[config.mk]
export PLATFORM = sky130hd
export DESIGN_NAME = gpio_cfg_serial_loader
export DESIGN_NICKNAME = d
export VERILOG_FILES = /design/src/rtl/gpio_cfg_serial_loader.sv
export SDC_FILE = /design/constraint.sdc
export NUM_CORES = 1
export LEC_CHECK = 0
export ABC_AREA = 1
export BUFFER_PORTS_ARGS = -buffer_cell sky130_fd_sc_hd__buf_2
export CAP_MARGIN = 20
export CORE_MARGIN = 4
export CORE_UTILIZATION = 43
export DETAILED_ROUTE_END_ITERATION = 7
export GPL_ROUTABILITY_DRIVEN = 0
export GPL_TIMING_DRIVEN = 0
export PLACE_DENSITY_LB_ADDON = 0.15
export SKIP_LAST_GASP = 1
export SLEW_MARGIN = 20
export SYNTH_ARGS = -nofsm -noshare
export SYNTH_HDL_FRONTEND = slang
export SYNTH_SLANG_ARGS = --single-unit
[constraint.sdc]
create_clock -name clock -period 2 [get_ports clock]
set_input_delay 0.3 -clock clock [delete_from_list [all_inputs] [get_ports clock]]
set_output_delay 0.3 -clock clock [all_outputs]
set_load 0.01 [all_outputs]
[src/rtl/gpio_cfg_serial_loader.sv]
// gpio_cfg_serial_loader: fetches each pad's config word from the register file and
// shifts the chain MSB-first, highest pad first, then strobes serial_load.
module gpio_cfg_serial_loader #(
  parameter int NUM_IO   = 38,
  parameter int CFG_BITS = 13,
  parameter int CLK_DIV  = 2
)(
  input  logic                      clock,
  input  logic                      resetb,
  input  logic                      xfer_start,
  input  logic                      xfer_abort,
  output logic                      xfer_busy,
  output logic                      xfer_done,
  output logic [$clog2(NUM_IO)-1:0] cfg_idx,
  input  logic [CFG_BITS-1:0]       cfg_data,
  output logic                      serial_clock,
  output logic                      serial_data_out,
  output logic                      serial_load,
  output logic                      serial_resetn
);
  localparam int IW = $clog2(NUM_IO);
  localparam int DW = $clog2(CLK_DIV) + 1;
  localparam int BW = CFG_BITS > 1 ? $clog2(CFG_BITS) : 1;
  localparam logic [IW-1:0] LAST_IDX = IW'(NUM_IO - 1);
  localparam logic [DW-1:0] DIV_HALF = DW'(CLK_DIV - 1);
  localparam logic [DW-1:0] DIV_RST  = DW'(2 * CLK_DIV - 1);
  localparam logic [BW-1:0] BIT_LAST = BW'(CFG_BITS - 1);
  typedef enum logic [2:0] {IDLE, FETCH, LATCH, SHIFT, LOAD, DONE, CHRST} state_t;
  state_t              r_state;
  logic [DW-1:0]       r_div;
  logic [BW-1:0]       r_bit;
  logic [CFG_BITS-1:0] r_sh;
  logic                r_high;
  logic [IW-1:0]       r_idx;
  logic                r_busy, r_done, r_sclk, r_sdo, r_load, r_rstn;
  logic [CFG_BITS-1:0] w_next;
  assign w_next          = r_sh << 1;
  assign xfer_busy       = r_busy;
  assign xfer_done       = r_done;
  assign cfg_idx         = r_idx;
  assign serial_clock    = r_sclk;
  assign serial_data_out = r_sdo;
  assign serial_load     = r_load;
  assign serial_resetn   = r_rstn;
  always_ff @(posedge clock or negedge resetb)
    if (!resetb) begin
      r_state <= IDLE;
      r_div   <= '0;
      r_bit   <= '0;
      r_sh    <= '0;
      r_high  <= 1'b0;
      r_idx   <= LAST_IDX;
      r_busy  <= 1'b0;
      r_done  <= 1'b0;
      r_sclk  <= 1'b0;
      r_sdo   <= 1'b0;
      r_load  <= 1'b0;
      r_rstn  <= 1'b0;
    end else if (xfer_abort && r_state != CHRST) begin
      r_state <= CHRST;
      r_div   <= DIV_RST;
      r_high  <= 1'b0;
      r_idx   <= LAST_IDX;
      r_busy  <= 1'b1;
      r_done  <= 1'b0;
      r_sclk  <= 1'b0;
      r_sdo   <= 1'b0;
      r_load  <= 1'b0;
      r_rstn  <= 1'b0;
    end else
      case (r_state)
        IDLE: begin
          r_rstn <= 1'b1;
          if (xfer_start) begin
            r_state <= FETCH;
            r_busy  <= 1'b1;
            r_idx   <= LAST_IDX;
          end
        end
        FETCH: r_state <= LATCH;
        LATCH: begin
          r_sh    <= cfg_data;
          r_sdo   <= cfg_data[CFG_BITS-1];
          r_bit   <= BIT_LAST;
          r_div   <= DIV_HALF;
          r_high  <= 1'b0;
          r_state <= SHIFT;
        end
        SHIFT:
          if (r_div != '0) r_div <= r_div - 1'b1;
          else if (!r_high) begin
            r_sclk <= 1'b1;
            r_high <= 1'b1;
            r_div  <= DIV_HALF;
          end else if (r_bit != '0) begin
            r_sclk <= 1'b0;
            r_high <= 1'b0;
            r_div  <= DIV_HALF;
            r_bit  <= r_bit - 1'b1;
            r_sh   <= w_next;
            r_sdo  <= w_next[CFG_BITS-1];
          end else begin
            r_sclk <= 1'b0;
            r_sdo  <= 1'b0;
            r_high <= 1'b0;
            if (r_idx != '0) begin
              r_idx   <= r_idx - 1'b1;
              r_state <= FETCH;
            end else begin
              r_load  <= 1'b1;
              r_div   <= DIV_HALF;
              r_state <= LOAD;
            end
          end
        LOAD:
          if (r_div != '0) r_div <= r_div - 1'b1;
          else begin
            r_load  <= 1'b0;
            r_done  <= 1'b1;
            r_state <= DONE;
          end
        DONE: begin
          r_done  <= 1'b0;
          r_busy  <= 1'b0;
          r_idx   <= LAST_IDX;
          r_state <= IDLE;
        end
        CHRST:
          if (r_div != '0) r_div <= r_div - 1'b1;
          else begin
            r_rstn  <= 1'b1;
            r_busy  <= 1'b0;
            r_state <= IDLE;
          end
        default: r_state <= IDLE;
      endcase
endmodule

==> results of run 1 <==
-- worst max-delay path, delay by kind of cell (launching register included) --
kind | cells | cell delay, ns
buffers and inverters | 1 | 0.07
adders and majority gates | 1 | 0.20
DFF | 1 | 0.55
and+or+nand+nor | 7 | 0.81
-- placed cells by master (no fill, tap or decap), types with 6 or more instances in the layout --
| cell type | synthesis | final |
|---|---|---|
| buf_2 | 1 | 29 |
| o21ai_2 | 6 | 6 |
| nand2_2 | 6 | 6 |
| dfrtp_1 | 31 | 31 |
| nand3_1 | 18 | 18 |
| a21oi_1 | 9 | 9 |
| nor2_1 | 15 | 15 |
| inv_1 | 30 | 30 |
| nand2_1 | 79 | 79 |
| o21ai_0 | 18 | 18 |
| clkbuf_8 | 0 | 6 |
| o21ai_1 | 15 | 15 |
-- flip-flops by register name, indices dropped and copies added (netlist names) --
name	flops
serial_clock	1
r_high	1
r_bit	4
serial_load	1
xfer_done	1
serial_resetn	1
xfer_busy	1
r_sh	12
cfg_idx	6
serial_data_out	1
r_div	2
r_state	3
-- cell families (layout without fill, tap and decap cells) --
family                     count (synthesis)  in the layout
AOI/OAI and AO/OA                         51             51
xor gates and xnor gates                   3              3
adders and majority gates                  5              5
buffers and inverters                     43             79
DFF                                       34             34
and+or+nand+nor                          144            144
-- how the worst max path moves through the flow --
stage / slack [ns] / end / startpoint
floorplan: 0.50 / cfg_idx[3] / cfg_idx[0]
global route: 0.16 / cfg_idx[1] / cfg_idx[0]
detailed placement: 0.35 / cfg_idx[1] / cfg_idx[0]
global placement: 0.36 / cfg_idx[4] / cfg_idx[0]
CTS: 0.33 / cfg_idx[1] / cfg_idx[0]
finish: 0.33 / cfg_idx[1] / cfg_idx[0]
-- per-layer routing --
metal / part of all wire (%) / global-route usage, % / routed length, um
met1: 48 / 22.8 / 2360
met2: 45 / 26.7 / 2210
met3: 5.4 / 4.42 / 265
met4: 1.2 / 5.33 / 58
met5: 0 / 0 / 0
-- cell usage after synthesis, drive strengths merged --
| library cell | number | area [um^2] |
|---|---|---|
| a21oi | 9 | 45.0 |
| a31oi | 1 | 6.26 |
| buf | 7 | 77.6 |
| clkbuf | 2 | 10.0 |
| dfrtp | 31 | 776 |
| dfstp | 3 | 78.8 |
| ha | 5 | 62.6 |
| inv | 34 | 128 |
| nand2 | 90 | 390 |
| nand3 | 20 | 110 |
| nand3b | 1 | 7.51 |
| nand4 | 6 | 43.8 |
| nor2 | 21 | 119 |
| nor3 | 2 | 21.3 |
| o211ai | 1 | 7.51 |
| o21ai | 39 | 218 |
| o21bai | 1 | 7.51 |
| or2 | 4 | 25.0 |
| xor2 | 3 | 26.3 |
-- area by class of cell --
cell class | instances | area, um^2
multi-input combinational | 203 | 1090
tap | 67 | 83.8
clock buffer | 6 | 82.6
buffer | 9 | 87.6
clock inverter | 2 | 60.1
inverter | 34 | 128
sequential | 34 | 855
timing repair buffer | 28 | 140
fill | 488 | 2260
-- stage by stage --
stage          util, %  setup slack, ns  instances  area [um^2]
2_1_floorplan        -            0.502        280         2160
3_3_place_gp      49.8            0.359        375         2380
3_5_place_dp      49.8            0.346        375         2380
4_1_cts           52.8            0.327        383         2530
5_1_grt           52.8            0.161        383         2530
6_report          52.8            0.327        383         2530
-- power breakdown --
group          leakage, nW  switching (mW)  internal, mW
Sequential           0.415           0.133          1.00
Combinational        0.851            1.17         0.659
Clock               0.0714           0.271         0.532
==> out/summary.txt, run 1 <==
Worst Path Max Fanout: 7
Crit-path slowest cell: dfstp_2
Hold Slack: 0.0807 ns
Hold-fix buffers at CTS: 0
Worst vdd ir: 0.684 mV
Reg2reg path depth: 9
Sequential share of the synthesized area: 39.6%
Unique masters post-synth: 33
Initial DRC count: 93
Die height: 78.9 um
Worst path arrival time: 1.91 ns
WL final: 4890 um
Clock period minus worst slack: 1.67 ns
Setup Fix Bufs, Post-CTS: 0
Clock Tree Buf Depth: 2
DR vias/cell: 4.97
Reg2reg start: cfg_idx[0]
Worst path most repeated cell: nand2_1
Nets@finish: 337
Leakage: 1.34 nW
TritonRoute pass-1 iters: 4
Hold Path Class: input pin to asynchronous set/reset pin
Synth Area in Adders: 2.90%
DRC errors left: 0
F_max: 0.598 GHz
Die Wd: 78.9 um
Clk_lat worst skew: 0.29 ns
Largest net degree at the start of global routing: 35
Kind of critical path: register to register
Initial Util: 45.1%
Crit end category: register
Die area: 6220 um^2
Post-detailed-placement half-perimeter wirelength: 3470 um
RSZ-0062 raised after global routing: no
Vias: 1,902
H-tree depth: 2
Synthesized flop and latch total: 34
# port buffers: 28
Vias in the first global route: 1,807
Post-synthesis simple-gate area fraction: 33.2%
Final count of hold timing violations: 0
Final ANT Viol Nets: 0
Initial antenna violation count: 0
# IOs: 29
Critical Path RT: 2.23 ns
Total grt overflow: 0
Largest family of logic cells by synthesized area: simple AND/OR/NAND/NOR gates
TritonCTS clock tree: yes
Max-cap violations: 0
Worst slew pin tran: 0.786 ns
Crit path launch type: register
R2r endpoint: cfg_idx[1]
Register-to-register setup slack: 0.33 ns
Post-synth net total: 302
Layout cells sized above 1: 25.6%
Post-CTS sizing: 0
Clk_skew: 0.00465 ns
Period utilization: 83.7%
Gr usage total: 16.9%
Pwr/cell area: 1490 nW/um^2
CTS Root Cell: clkbuf_8
Status: completed
Overall power: 3.77 mW
Syn-to-layout area delta: 17.0%
Slew Limit Fails: 0
Setup TNS: 0 ns
Synthesized area: 2160 um^2
CP peak stage delay: 0.55 ns
Ys Warns: 0
Total clock sinks: 34
Cells after Synth: 280
Slew HR: 47.6%
Complex-gate fraction of the synthesized area: 13.2%
Post-synthesis mux area share: 0%
XOR/XNOR Fraction of Synth Area: 1.22%
CTS Buf Count: 5
Final setup fails: 0
Worst-path clk slew: 0.08 ns
Core Area: 4790 um^2
Antenna cells: 0
Cell chain of the critical path: inv_1 -> ha_1 -> nand3_1 -> nor2_4 -> nand2_1 -> nand2_2 -> nor2_2 -> nand2_1 -> nand2_1
WL/cell: 12.8 um
Wire length of the first global-routing pass: 8320 um
Row count: 25
Syn avg cell area: 7.71 um^2
No activity file was read; power rests on OpenSTA's default activity.
==> inputs of run 2 (changes only) <==
- clock period: 2 -> 1.58 ns (I/O delays scaled with it)
==> out/summary.txt, run 2 (same netlist as run 1, synthesis figures left out) <==
Cell chain of the critical path: buf_6 -> inv_2 -> nand3_2 -> nand2_4 -> nand4_1 -> nand2_4 -> nor2_4 -> nand2_1 -> nand2_1 (was inv_1 -> ha_1 -> nand3_1 -> nor2_4 -> nand2_1 -> nand2_2 -> nor2_2 -> nand2_1 -> nand2_1)
Clk_skew: 0.00686 ns (was 0.00465 ns)
Status: completed (unchanged)
WL/cell: 12.7 um (was 12.8 um)
Pwr/cell area: 1880 nW/um^2 (was 1490 nW/um^2)
Global routing usage on met2: 26.9% (was 26.7%)
WL final: 4940 um (was 4890 um)
Met3 usage: 4.42% (unchanged)
Initial antenna violation count: 0 (unchanged)
Clock Tree Buf Depth: 2 (unchanged)
Clock period minus worst slack: 1.47 ns (was 1.67 ns)
Slew Limit Fails: 0 (unchanged)
Die area: 6220 um^2 (unchanged)
Nets@finish: 342 (was 337)
Worst slew pin tran: 0.778 ns (was 0.786 ns)
Most common cell after layout, fill and taps aside: nand2_1 (unchanged)
F_max: 0.678 GHz (was 0.598 GHz)
Final setup fails: 0 (unchanged)
Final count of hold timing violations: 0 (unchanged)
Overall power: 5.02 mW (was 3.77 mW)
Vias: 1,906 (was 1,902)
Hold Slack: 0.0152 ns (was 0.0807 ns)
DRC errors left: 0 (unchanged)
Fin cells: 388 (was 383)
CP peak stage delay: 0.38 ns (was 0.55 ns)
Crit-path slowest cell: dfrtp_1 (was dfstp_2)
Placement Cell Area: 2380 um^2 (unchanged)
Total grt overflow: 0 (unchanged)
Total clock sinks: 34 (unchanged)
# port buffers: 28 (unchanged)
Worst path arrival time: 1.66 ns (was 1.91 ns)
Hold Path Class: input pin to asynchronous set/reset pin (unchanged)
DR vias/cell: 4.91 (was 4.97)
Most frequent cells in the layout: 78 x nand2_1, 31 x dfrtp_1, 30 x buf_2, 26 x inv_1 (was 79 x nand2_1, 31 x dfrtp_1, 30 x inv_1, 29 x buf_2)
Busiest metal layer after global routing: met2 (unchanged)
RSZ-0062 raised after global routing: yes (was no)
Setup TNS: 0 ns (unchanged)
Slew HR: 48.1% (was 47.6%)
Vias in the first global route: 1,814 (was 1,807)
Leakage: 1.36 nW (was 1.34 nW)
Crit path launch type: register (unchanged)
Die Wd: 78.9 um (unchanged)
Met1 Use GR: 22.8% (about the same)
Gr usage total: 17.0% (was 16.9%)
# IOs: 29 (unchanged)
Initial Util: 45.1% (unchanged)
Kind of critical path: register to register (unchanged)
CTS Root Cell: clkbuf_8 (unchanged)
Post-detailed-placement half-perimeter wirelength: 3470 um (unchanged)
Core Area: 4790 um^2 (unchanged)
Syn-to-layout area delta: 23.5% (was 17.0%)
Die height: 78.9 um (unchanged)
Final ANT Viol Nets: 0 (unchanged)
Wire length of the first global-routing pass: 8350 um (was 8320 um)
Crit end category: register (unchanged)
Antenna cells: 0 (unchanged)
Most flop-heavy register: r_sh (unchanged)
Max reg flops: 12 (unchanged)
TritonCTS clock tree: yes (unchanged)
H-tree depth: 2 (unchanged)
Initial DRC count: 103 (was 93)
Layout fillers: 464 (was 488)
Row count: 25 (unchanged)
Max-cap violations: 0 (unchanged)
Period utilization: 93.4% (was 83.7%)
Dpl cells: 375 (unchanged)
CTS Buf Count: 5 (unchanged)
Largest net degree at the start of global routing: 35 (unchanged)
Worst Path Max Fanout: 8 (was 7)
Layout cells sized above 1: 30.5% (was 25.6%)
Worst-path clk slew: 0.08 ns (about the same)
Clk_lat worst skew: 0.29 ns (about the same)
Worst vdd ir: 0.896 mV (was 0.684 mV)
Critical Path RT: 1.76 ns (was 2.23 ns)
TritonRoute pass-1 iters: 4 (unchanged)
Final instance area: 2670 um^2 (was 2530 um^2)
run 2: changes by cell type in the layout (fill, tap and decap cells not counted), sizes merged:
cell,change
clkbuf,-1
buf,+6
run 2: per-stage QoR:
step | worst slack [ns] | utilization, %
floorplan | 0.0824 | -
global placement | -0.0611 | 49.8
detailed placement | -0.0738 | 49.8
CTS | -0.00326 | 53.4
global route | -0.0212 | 55.7
finish | 0.105 | 55.7
run 2: timing repair:
item                                    4_1_cts  5_1_grt
pin swaps                                     0        4
resized for setup                             6       18
hold buffers                                  0        0
setup buffers                                 0        5
endpoints found under the setup margin       15       25
run 2: worst paths after layout:
path | startpoint | end | slack [ns] | cells past startpoint
max | r_state[0] | cfg_idx[1] | 0.11 | 9
min | resetb | r_sh[8] | 0.02 | 1
max reg2reg | r_state[0] | cfg_idx[1] | 0.11 | 9
min reg2reg | serial_load | serial_load | 0.48 | 2
max in group asynchronous | resetb | cfg_idx[1] | 1.07 | 1
min in group clock | cfg_data[0] | r_sh[0] | 0.20 | 3
run 2: layout make-up:
cell class / instances / area, um^2 / share of cell area [%]
plain buffers: 9 / 91.3 / 3.42
clock buffers: 6 / 82.6 / 3.10
inverters: 34 / 128 / 4.78
clock inverters: 2 / 60.1 / 2.25
multi-input cells: 203 / 1180 / 44.1
repair buffers: 33 / 190 / 7.13
flip-flops and latches: 34 / 855 / 32.0
well taps: 67 / 83.8 / 3.14
run 2: power by group:
part           switching [mW]  total (mW)  internal (mW)
registers               0.182        1.45           1.27
logic                    1.60        2.56          0.961
clock network           0.341        1.01          0.673
run 2: metal layers:
layer	wire (um)	up-vias
met5	0	-
met4	60	0
met3	210	5
met2	2300	35
met1	2370	885
li1	-	981
run 2: worst max-delay path: cells and delay by family (launching register included):
kind / cells / cell delay, ns
DFF: 1 / 0.38
and+or+nand+nor: 7 / 0.74
buffers and inverters: 2 / 0.24
